### config.mk
export PLATFORM = sky130hd
export DESIGN_NAME = control_sequencer
export DESIGN_NICKNAME = d
export VERILOG_FILES = /design/src/rtl/control_sequencer.sv
export SDC_FILE = /design/constraint.sdc
export NUM_CORES = 1
export LEC_CHECK = 0
export CORE_ASPECT_RATIO = 0.8
export CORE_MARGIN = 1.5
export CORE_UTILIZATION = 47
export CTS_BUF_LIST = sky130_fd_sc_hd__clkbuf_8 sky130_fd_sc_hd__clkbuf_16
export DETAILED_ROUTE_END_ITERATION = 12
export PLACE_DENSITY_LB_ADDON = 0.12
export SLEW_MARGIN = 15
export SYNTH_ARGS = -nofsm -noshare
export SYNTH_HDL_FRONTEND = slang
export SYNTH_SLANG_ARGS = --single-unit
### constraint.sdc
create_clock -name clk -period 2.28 [get_ports clk]
set_clock_uncertainty 0.2 [all_clocks]
set_input_delay 0.342 -clock clk [delete_from_list [all_inputs] [get_ports clk]]
set_output_delay 0.342 -clock clk [all_outputs]
set_load 0.05 [all_outputs]
### src/rtl/control_sequencer.sv
// Multi-cycle fetch/decode/execute controller for the 16-bit RISC datapath.
// Ports: clk, reset (async high), opcode/zero/mem_ready in; IL, pc_inc,
// pc_load, mem_read, mem_write, addr_sel, RW, MD, FS, state, halted, fault,
// trap out. WAIT_LIMIT bounds memory stalls. Define CTRL_ILLEGAL_TRAP_EN to
// send reserved opcodes to TRAP instead of treating them as NOP.
module control_sequencer #(
  parameter int unsigned WAIT_LIMIT = 15
) (
  input  logic       clk,
  input  logic       reset,
  input  logic [3:0] opcode,
  input  logic       zero,
  input  logic       mem_ready,
  output logic       IL,
  output logic       pc_inc,
  output logic       pc_load,
  output logic       mem_read,
  output logic       mem_write,
  output logic       addr_sel,
  output logic       RW,
  output logic       MD,
  output logic [3:0] FS,
  output logic [2:0] state,
  output logic       halted,
  output logic       fault,
  output logic       trap
);

  typedef enum logic [2:0] {
    FETCH  = 3'd0,
    DECODE = 3'd1,
    EXEC   = 3'd2,
    MEM    = 3'd3,
    HALT   = 3'd4,
    FAULT  = 3'd5,
    TRAP   = 3'd6
  } state_t;

  localparam logic [7:0] LIMIT = 8'(WAIT_LIMIT);

  state_t     cur;
  state_t     nxt;
  logic [3:0] op_q;
  logic [7:0] cnt;
  logic       waiting;
  logic       expired;

  logic d_alu;
  logic d_ctl;
  logic d_mem;
  logic d_halt;

  assign d_alu  = opcode >= 4'h1 && opcode <= 4'h8;
  assign d_ctl  = opcode == 4'hB || opcode == 4'hC;
  assign d_mem  = opcode == 4'h9 || opcode == 4'hA;
  assign d_halt = opcode == 4'hF;

`ifdef CTRL_ILLEGAL_TRAP_EN
  logic d_rsv;
  assign d_rsv = opcode == 4'hD || opcode == 4'hE;
`endif

  // Counter is zero whenever FETCH/MEM is entered because
  // leaving either state requires a non-stall cycle.
  assign waiting = (cur == FETCH || cur == MEM) && !mem_ready;
  assign expired = waiting && (cnt == LIMIT);

  always_ff @(posedge clk or posedge reset) begin
    if (reset) begin
      cur  <= FETCH;
      op_q <= 4'h0;
      cnt  <= 8'd0;
    end else begin
      cur <= nxt;
      if (cur == DECODE)
        op_q <= opcode;
      cnt <= waiting ? cnt + 8'd1 : 8'd0;
    end
  end

  always_comb begin
    nxt       = cur;
    IL        = 1'b0;
    pc_inc    = 1'b0;
    pc_load   = 1'b0;
    mem_read  = 1'b0;
    mem_write = 1'b0;
    addr_sel  = 1'b0;
    RW        = 1'b0;
    MD        = 1'b0;
    FS        = 4'h0;
    state     = cur;
    halted    = cur == HALT;
    fault     = cur == FAULT;
`ifdef CTRL_ILLEGAL_TRAP_EN
    trap      = cur == TRAP;
`else
    trap      = 1'b0;
`endif
    unique case (cur)
      FETCH: begin
        mem_read = 1'b1;
        if (mem_ready) begin
          IL     = 1'b1;
          pc_inc = 1'b1;
          nxt    = DECODE;
        end else if (expired) begin
          nxt = FAULT;
        end
      end
      DECODE: begin
        unique case (1'b1)
          d_alu, d_ctl: nxt = EXEC;
          d_mem:        nxt = MEM;
          d_halt:       nxt = HALT;
`ifdef CTRL_ILLEGAL_TRAP_EN
          d_rsv:        nxt = TRAP;
`endif
          default:      nxt = FETCH;
        endcase
      end
      EXEC: begin
        nxt = FETCH;
        unique case (op_q)
          4'hB: pc_load = zero;
          4'hC: pc_load = 1'b1;
          default: begin
            FS = op_q;
            RW = 1'b1;
          end
        endcase
      end
      MEM: begin
        addr_sel = 1'b1;
        if (op_q == 4'h9) begin
          mem_read = 1'b1;
          RW       = mem_ready;
          MD       = mem_ready;
        end else begin
          mem_write = 1'b1;
        end
        if (mem_ready)
          nxt = FETCH;
        else if (expired)
          nxt = FAULT;
      end
      default: ;
    endcase
    // Async reset must silence the FETCH read strobe at once.
    if (reset) begin
      IL        = 1'b0;
      pc_inc    = 1'b0;
      pc_load   = 1'b0;
      mem_read  = 1'b0;
      mem_write = 1'b0;
      addr_sel  = 1'b0;
      RW        = 1'b0;
      MD        = 1'b0;
      FS        = 4'h0;
      state     = 3'd0;
      halted    = 1'b0;
      fault     = 1'b0;
      trap      = 1'b0;
    end
  end

endmodule

; ---- Word-level counts from Yosys, hierarchy flattened
; Index checks and enable logic that the tools add are counted.
[totals]
word_cells = 63
output_inout_bits = 18
in_bits = 8
reg_bits = 15
[op_classes]
n_mux = 32
order_cmp = 2
addsub = 1
n_eq_ne = 14
reduce_logical = 11
[ops]
columns = operator, count
row1 = "4-bit == test, second input constant", 8
row2 = 1-bit 2-to-1 mux, 19
row3 = 3-bit 2-to-1 mux, 4
row4 = 4-bit 2-to-1 mux, 3
row5 = 3-bit one-hot mux with 4 select lines, 1
row6 = 3-bit one-hot mux with 3 select lines, 1
row7 = "8-bit by 1-bit adder with 8-bit output, second input constant", 1
row8 = "8-bit by 4-bit == test with 1-bit output, second input constant", 1
row9 = 8-bit 2-to-1 mux, 1
row10 = "3-bit by 2-bit == test with 1-bit output, second input constant", 2
row11 = "3-bit == test, second input constant", 2
row12 = 1-bit one-hot mux with 2 select lines, 3
row13 = "4-bit by 1-bit greater-or-equal comparator with 1-bit output, second input constant", 1
row14 = "4-bit less-or-equal comparator, second input constant", 1
row15 = 4-bit nonzero test, 1
row16 = 2-bit OR reduction, 2
row17 = "3-bit by 1-bit == test with 1-bit output, second input constant", 1
row18 = 1-bit logical AND, 3
row19 = 3-bit zero test, 1
row20 = 1-bit logical OR, 3
row21 = 1-bit zero test, 1

; ---- Logic depth before layout (Yosys ltp)
; Gate-level depths: netlist (run 1).
[depth]
word_depth = 7
depth_mapped = 4
mapped_depth_nobuf = 4

; ---- Least setup slack after synthesis (run 1)
; Ideal clock, no wire load.
[synth_path]
path_kind = register to output
start = register cur[1]
end = output port pc_inc
t_required_ns = 1.738
path_stages_with_launch = 5
setup_slack_ns = -1.252
t_arrival_ns = 2.990
path_cell_list = dfrtp_1 -> clkbuf_1 -> or2_1 -> nor4b_1 -> buf_4
[synth_via]
elab_chain_cells = 3
[synth_lines]
columns = element, line_no
row1 = "start, declared", 41  ; state_t cur;
row2 = "start signal, assigned", 74  ; cur <= nxt;
row3 = 3-bit zero test, --
row4 = 1-bit 2-to-1 mux (2 in a row), --
row5 = "end, declared", 15  ; output logic pc_inc,
; No other way between the ends.

; ---- Worst setup path in the final report (run 1)
[layout_path]
start = register cur[0]
end = output port pc_inc
[layout_via]
elab_chain_cells = 3
[layout_lines]
columns = element, line_no
row1 = 3-bit zero test, 100  ; unique case (cur)
row2 = 1-bit 2-to-1 mux, 100
row3 = 1-bit 2-to-1 mux, 150  ; if (reset) begin
; No other way between the ends.

==> results of run 1 <==
per-stage QoR:
| stage | cell area, sq um | setup slack, ps | setup TNS, ps | total power [mW] | cells |
|---|---|---|---|---|---|
| floorplan | 1010 | -197 | -342 | 0.940 | 101 |
| global placement | 1480 | 29.7 | 0 | 1.25 | 152 |
| detailed placement | 1480 | 35.0 | 0 | 1.28 | 152 |
| CTS | 1540 | 13.0 | 0 | 1.52 | 156 |
| global route | 1570 | -8.49 | -16.3 | 1.63 | 157 |
| finish | 1570 | 56.5 | 0 | 1.56 | 157 |
power by group through the flow:
stage	Clock (mW)	Combinational, mW	Sequential, mW
2_1_floorplan	0	0.541	0.399
3_3_place_gp	0	0.797	0.451
3_5_place_dp	0	0.821	0.460
4_1_cts	0.212	0.842	0.468
5_1_grt	0.228	0.903	0.497
6_report	0.214	0.858	0.484
registers in the layout (all words and copies together), names as in the netlist:
register  count
op_q          4
cur           3
cnt           8
worst max-delay path: stages, from the launching register on:
cell,delay (ps)
dfrtp_1,500
or2_1,400
nor4b_4,240
buf_4,170
buf_12,130
layout make-up:
cell class | instances | area, sq um
flip-flops and latches | 15 | 378
clock buffers | 3 | 41.3
well taps | 24 | 30.0
inverters | 3 | 11.3
fillers | 118 | 324
clock inverters | 1 | 3.75
multi-input cells | 77 | 616
repair buffers | 34 | 488
path summary, 6_finish.rpt:
kind / slack (ps) / from / endpoint / cells after the start
setup / recovery: 60 / cur[0] / pc_inc / 4
hold / removal: 270 / reset / cur[2] / 3
setup reg to reg: 370 / cur[0] / cur[0] / 4
hold reg to reg: 270 / cnt[0] / cnt[0] / 1
max in group asynchronous: 1200 / reset / op_q[0] / 3
min in group clk: 270 / cnt[0] / cnt[0] / 1
what timing repair did:
| action | CTS | global route |
|---|---|---|
| resized for setup | 2 | 5 |
| pin swaps | 0 | 3 |
| setup buffers | 0 | 1 |
| cloned | 0 | 0 |
| setup endpoints to repair | 2 | 8 |
cell families after synthesis:
logic type,count (synthesis),share of synthesized area (%)
flip-flops,15,39.5
multiplexers,3,3.55
XOR/XNOR,5,4.61
adder cells (fa/ha/maj),1,1.32
buffers and inverters,9,4.61
other,1,0.394
AO/OA/AOI/OAI,22,16.3
AND/OR/NAND/NOR,45,29.7
placed cells by master (no fill, tap or decap), types with 2 or more instances in the layout:
master	Yosys	routed
buf_4	2	10
nand4b_1	3	3
nor4b_4	0	2
buf_12	0	17
o311a_1	2	2
clkbuf_8	0	3
nor2b_1	6	2
and3_1	2	2
nand2_1	8	8
or4_1	3	3
o21ai_0	5	5
or3_1	2	2
clkdlybuf4s50_1	0	6
xor2_1	3	3
dfrtp_2	0	2
dfrtp_1	15	13
mux2_2	3	3
a21oi_1	4	3
xnor2_1	2	2
or2_1	2	2
nand3_1	3	3
nor2_1	7	7
nor2b_4	0	3
inv_1	3	4
per-layer routing:
metal	vias to the layer above	GRT usage, %
met4	0	8.72
met3	6	7.75
li1	430	-
met2	50	44.4
met1	451	33.8
met5	-	0
==> flow_summary.json, run 1 <==
{
  "outcome": "finished, final reports clean",
  "finalWirelength_mm": 2.75,
  "async_reset_ff_share_pct": 100,
  "swShare_pct": 43.9,
  "final-max-slew-violation-count": 0,
  "grt-ovfl-total": 0,
  "synth_seq_area_share_pct": 39.5,
  "nNetsFinal": 143,
  "p_switching_mw": 0.684,
  "boundaryPins": 26,
  "cp_data_arrival_time_ps": 1680,
  "yosysWarnings": 0,
  "drv_cap": 0,
  "cts_hold_buf": 0,
  "synth_cells": 101,
  "avgSynthCellArea_sq_um": 9.41,
  "grt_start_max_net_pins": 16,
  "start_kind": "register",
  "netlist_top_cells_count": "dfrtp_1, nand2_1, nor2_1, nor2b_1, o21ai_0",
  "die_area_sq_mm": 0.00230,
  "powerDensity_mw_per_mm2": 993,
  "path_max_fanout": 7,
  "clk_latency_ps": 250,
  "p_seq_share_pct": 31.1,
  "grt_pass1_wl_mm": 4.45,
  "core_sq_mm": 0.00189,
  "slew_headroom_pct": 60.6,
  "synth_area_leaders": "dfrtp_1, nor2b_1, mux2_2",
  "routed.top_layer": "met4",
  "layout-drive-gt1-share_pct": 36.1,
  "min_path_type": "input port to asynchronous set/reset pin",
  "start_util_pct": 50.3,
  "clockRootBuffer": "clkbuf_8",
  "first_global_vias": 939,
  "fin_util_pct": 82.9,
  "worst_pin_slew_ps": 590,
  "die-height_microns": 43.2,
  "gp_congestion": 0.808,
  "ys_ff_latch": 15,
  "drt-met1-wl_mm": 1.07,
  "yosysTopAreaCellShare_pct": 39.5,
  "cp-end-kind": "output port",
  "numCtsBuffers": 3,
  "yosysTopAreaCell": "dfrtp_1",
  "area_growth_syn_to_layout_pct": 64.9,
  "synth_cell_types": 40,
  "drc_errors": 0,
  "comb_power_share_pct": 55.1,
  "diodes": 0,
  "synth_most_common_cell": "dfrtp_1",
  "gr-usage-all-layers_pct": 27.1,
  "dp_hpwl_mm": 1.91,
  "path_class": "register to output port",
  "drt_iter0_markers": 33,
  "num_rows": 14,
  "syn_area_sq_um": 951,
  "fin_crit_sh_pct": 97.5,
  "cts_max_path_buffers": 2,
  "ys.flop_type": "dfrtp_1",
  "clkSlewWorstSetupHoldPaths_ps": 60,
  "vias": 937,
  "p_int_mw": 0.873,
  "p_leak_nw": 0.658,
  "min_period_ps": 2220,
  "hold_viol": 0,
  "wl_met3_microns": 200,
  "avgRoutedWirePerCell_microns": 17.5,
  "ir_drop_uv": 1050,
  "ctsHtreeMaxLevel": 1,
  "holdWs_ps": 266,
  "viasPerCell": 5.97,
  "dr.pass1.iters": 4,
  "grt_antenna_before_repair": 0,
  "finalSetupViolCount": 0,
  "synth_fp_nets": 110,
  "cts_tree": "done",
  "met2_wirelength_mm": 1.42,
  "p_clk_share_pct": 13.8,
  "synth_enable_flop_cells": 0,
  "fp.dieW_microns": 53.3,
  "postRouteAntennaNets": 0,
  "cts.sinks": 15,
  "numPortBuffers": 24,
  "required_ps": 1740,
  "fmax_ghz": 0.450
}
No activity file was read; power rests on OpenSTA's default activity.
==> run 2, diff against run 1 <==
CORE_ASPECT_RATIO = default   (was 0.8)
CORE_UTILIZATION = 49   (was 47)
CTS_BUF_LIST = sky130_fd_sc_hd__clkbuf_4 sky130_fd_sc_hd__clkbuf_8   (was sky130_fd_sc_hd__clkbuf_8 sky130_fd_sc_hd__clkbuf_16)
==> run 2 against run 1 <==
Worst setup slack gained 22 ps. Critical path depth is the same. Clock power shrank 22%.
==> flow_summary.json, run 2 (same netlist as run 1, synthesis figures left out) <==
{
  "routed.top_layer": "met4",
  "fp.dieW_microns": 47.1,
  "cts_tree": "done",
  "layout-drive-gt1-share_pct": 38.8,
  "min_period_ps": 2200,
  "cts.sinks": 15,
  "met2_wirelength_mm": 1.37,
  "numCtsBuffers": 3,
  "avgRoutedWirePerCell_microns": 15.9,
  "start_util_pct": 53.3,
  "wl_met3_microns": 96,
  "required_ps": 1740,
  "area_growth_syn_to_layout_pct": 63.9,
  "path_max_fanout": 9,
  "die_area_sq_mm": 0.00221,
  "critPathBufInv": 1,
  "cp_data_arrival_time_ps": 1660,
  "drv_cap": 0,
  "viasPerCell": 5.80,
  "dp_hpwl_mm": 1.86,
  "reg_top3": "cnt x8, op_q x4, cur x3",
  "worst_pin_slew_ps": 578,
  "vias": 922,
  "diodes": 0,
  "hold_viol": 0,
  "dpl_cell_area_sq_mm": 0.00148,
  "die-height_microns": 47.1,
  "cp-end-kind": "output port",
  "gp_congestion": 0.753,
  "min_path_type": "input port to asynchronous set/reset pin",
  "r2r_slack_ps": 500,
  "final_area_sq_mm": 0.00156,
  "gr-usage-all-layers_pct": 26.0,
  "final_common_cell": "buf_12",
  "setup_tns_ps": 0,
  "start_kind": "register",
  "fin_util_pct": 87.4,
  "cpLargestDelayFamily": "flip-flops",
  "clk_latency_ps": 280,
  "grt-ovfl-total": 0,
  "drt_iter0_markers": 11,
  "fillers": 85,
  "crit_path_max_incr_delay_ps": 490,
  "largest_reg_flops": 8,
  "fin_cells": 159,
  "first_global_vias": 882,
  "numPortBuffers": 24,
  "num_rows": 15,
  "p_leak_nw": 0.645,
  "fmax_ghz": 0.454,
  "dp.cells": 153,
  "core_sq_mm": 0.00178,
  "grt_antenna_before_repair": 0,
  "ir_drop_uv": 818,
  "path_class": "register to output port",
  "critPathSlowestCell": "dfrtp_2",
  "slew_headroom_pct": 61.4,
  "finalSetupViolCount": 0,
  "finalWirelength_mm": 2.53,
  "drc_errors": 0,
  "ctsHtreeMaxLevel": 1,
  "nNetsFinal": 144,
  "powerDensity_mw_per_mm2": 980,
  "path_cells": "or3b_1 > o21ai_0 > a221oi_2 > buf_12",
  "regMostFlops": "cnt",
  "drt-met1-wl_mm": 1.04,
  "dr.pass1.iters": 4,
  "final-max-slew-violation-count": 0,
  "postRouteAntennaNets": 0,
  "grt_start_max_net_pins": 16,
  "grt_pass1_wl_mm": 4.01,
  "cts_max_path_buffers": 2,
  "outcome": "finished, final reports clean",
  "clockRootBuffer": "clkbuf_4",
  "fin_crit_sh_pct": 96.5,
  "clkSlewWorstSetupHoldPaths_ps": 90,
  "most-common-layout-cells": "buf_12, dfrtp_1, buf_4",
  "boundaryPins": 26
}
run 2: cell count changes in the layout (fill, tap and decap cells not counted), sizes merged:
cell,before,now
clkbuf,3,4
dlymetal6s2s,1,0
dlygate4sd2,0,1
inv,4,3
buf,27,28
run 2: stage by stage:
step | hold WS [ps] | power (mW) | worst slack (ps)
final | 176 | 1.53 | 78.9
after global placement | 246 | 1.25 | 23.9
after floorplan | 43.5 | 0.940 | -197
after global routing | 245 | 1.61 | -10.9
after detailed placement | 265 | 1.28 | -21.8
after CTS | 200 | 1.47 | 15.5
run 2: cell type report:
| class | instances | area [sq um] | area share (%) |
|---|---|---|---|
| Clock buffer | 4 | 30.0 | 1.93 |
| Tap cell | 25 | 31.3 | 2.01 |
| Inverter | 3 | 11.3 | 0.722 |
| Sequential cell | 15 | 380 | 24.4 |
| Timing Repair Buffer | 35 | 492 | 31.5 |
| Multi-Input combinational cell | 77 | 614 | 39.4 |
run 2: what timing repair did:
action | CTS | global route
endpoints found under the setup margin | 6 | 6
hold buffers | 0 | 0
pin swaps | 1 | 2
resized for setup | 5 | 4
buffers inserted | 0 | 2
gates cloned | 0 | 0
run 2: final timing paths:
kind | end | depth (start not counted) | start
min in group clk | cnt[0] | 1 | cnt[0]
worst min-delay path | cnt[4] | 2 | reset
max in group asynchronous | cur[0] | 2 | reset
worst max-delay path | RW | 4 | op_q[2]
worst min register to register | cnt[0] | 1 | cnt[0]
worst max register to register | cur[1] | 3 | cnt[4]
run 2: power by group:
part	switching (mW)	internal [mW]	leakage (nW)
sequential	0.136	0.343	0.192
combinational	0.451	0.431	0.435
clock	0.0866	0.0799	0.0184
total	0.674	0.854	0.645
run 2: routing by layer:
| metal | vias to the layer above | GRT usage (%) |
|---|---|---|
| li1 | 437 | - |
| met1 | 449 | 31.6 |
| met2 | 32 | 47.9 |
| met3 | 4 | 6.92 |
| met4 | 0 | 1.67 |
| met5 | - | 0 |
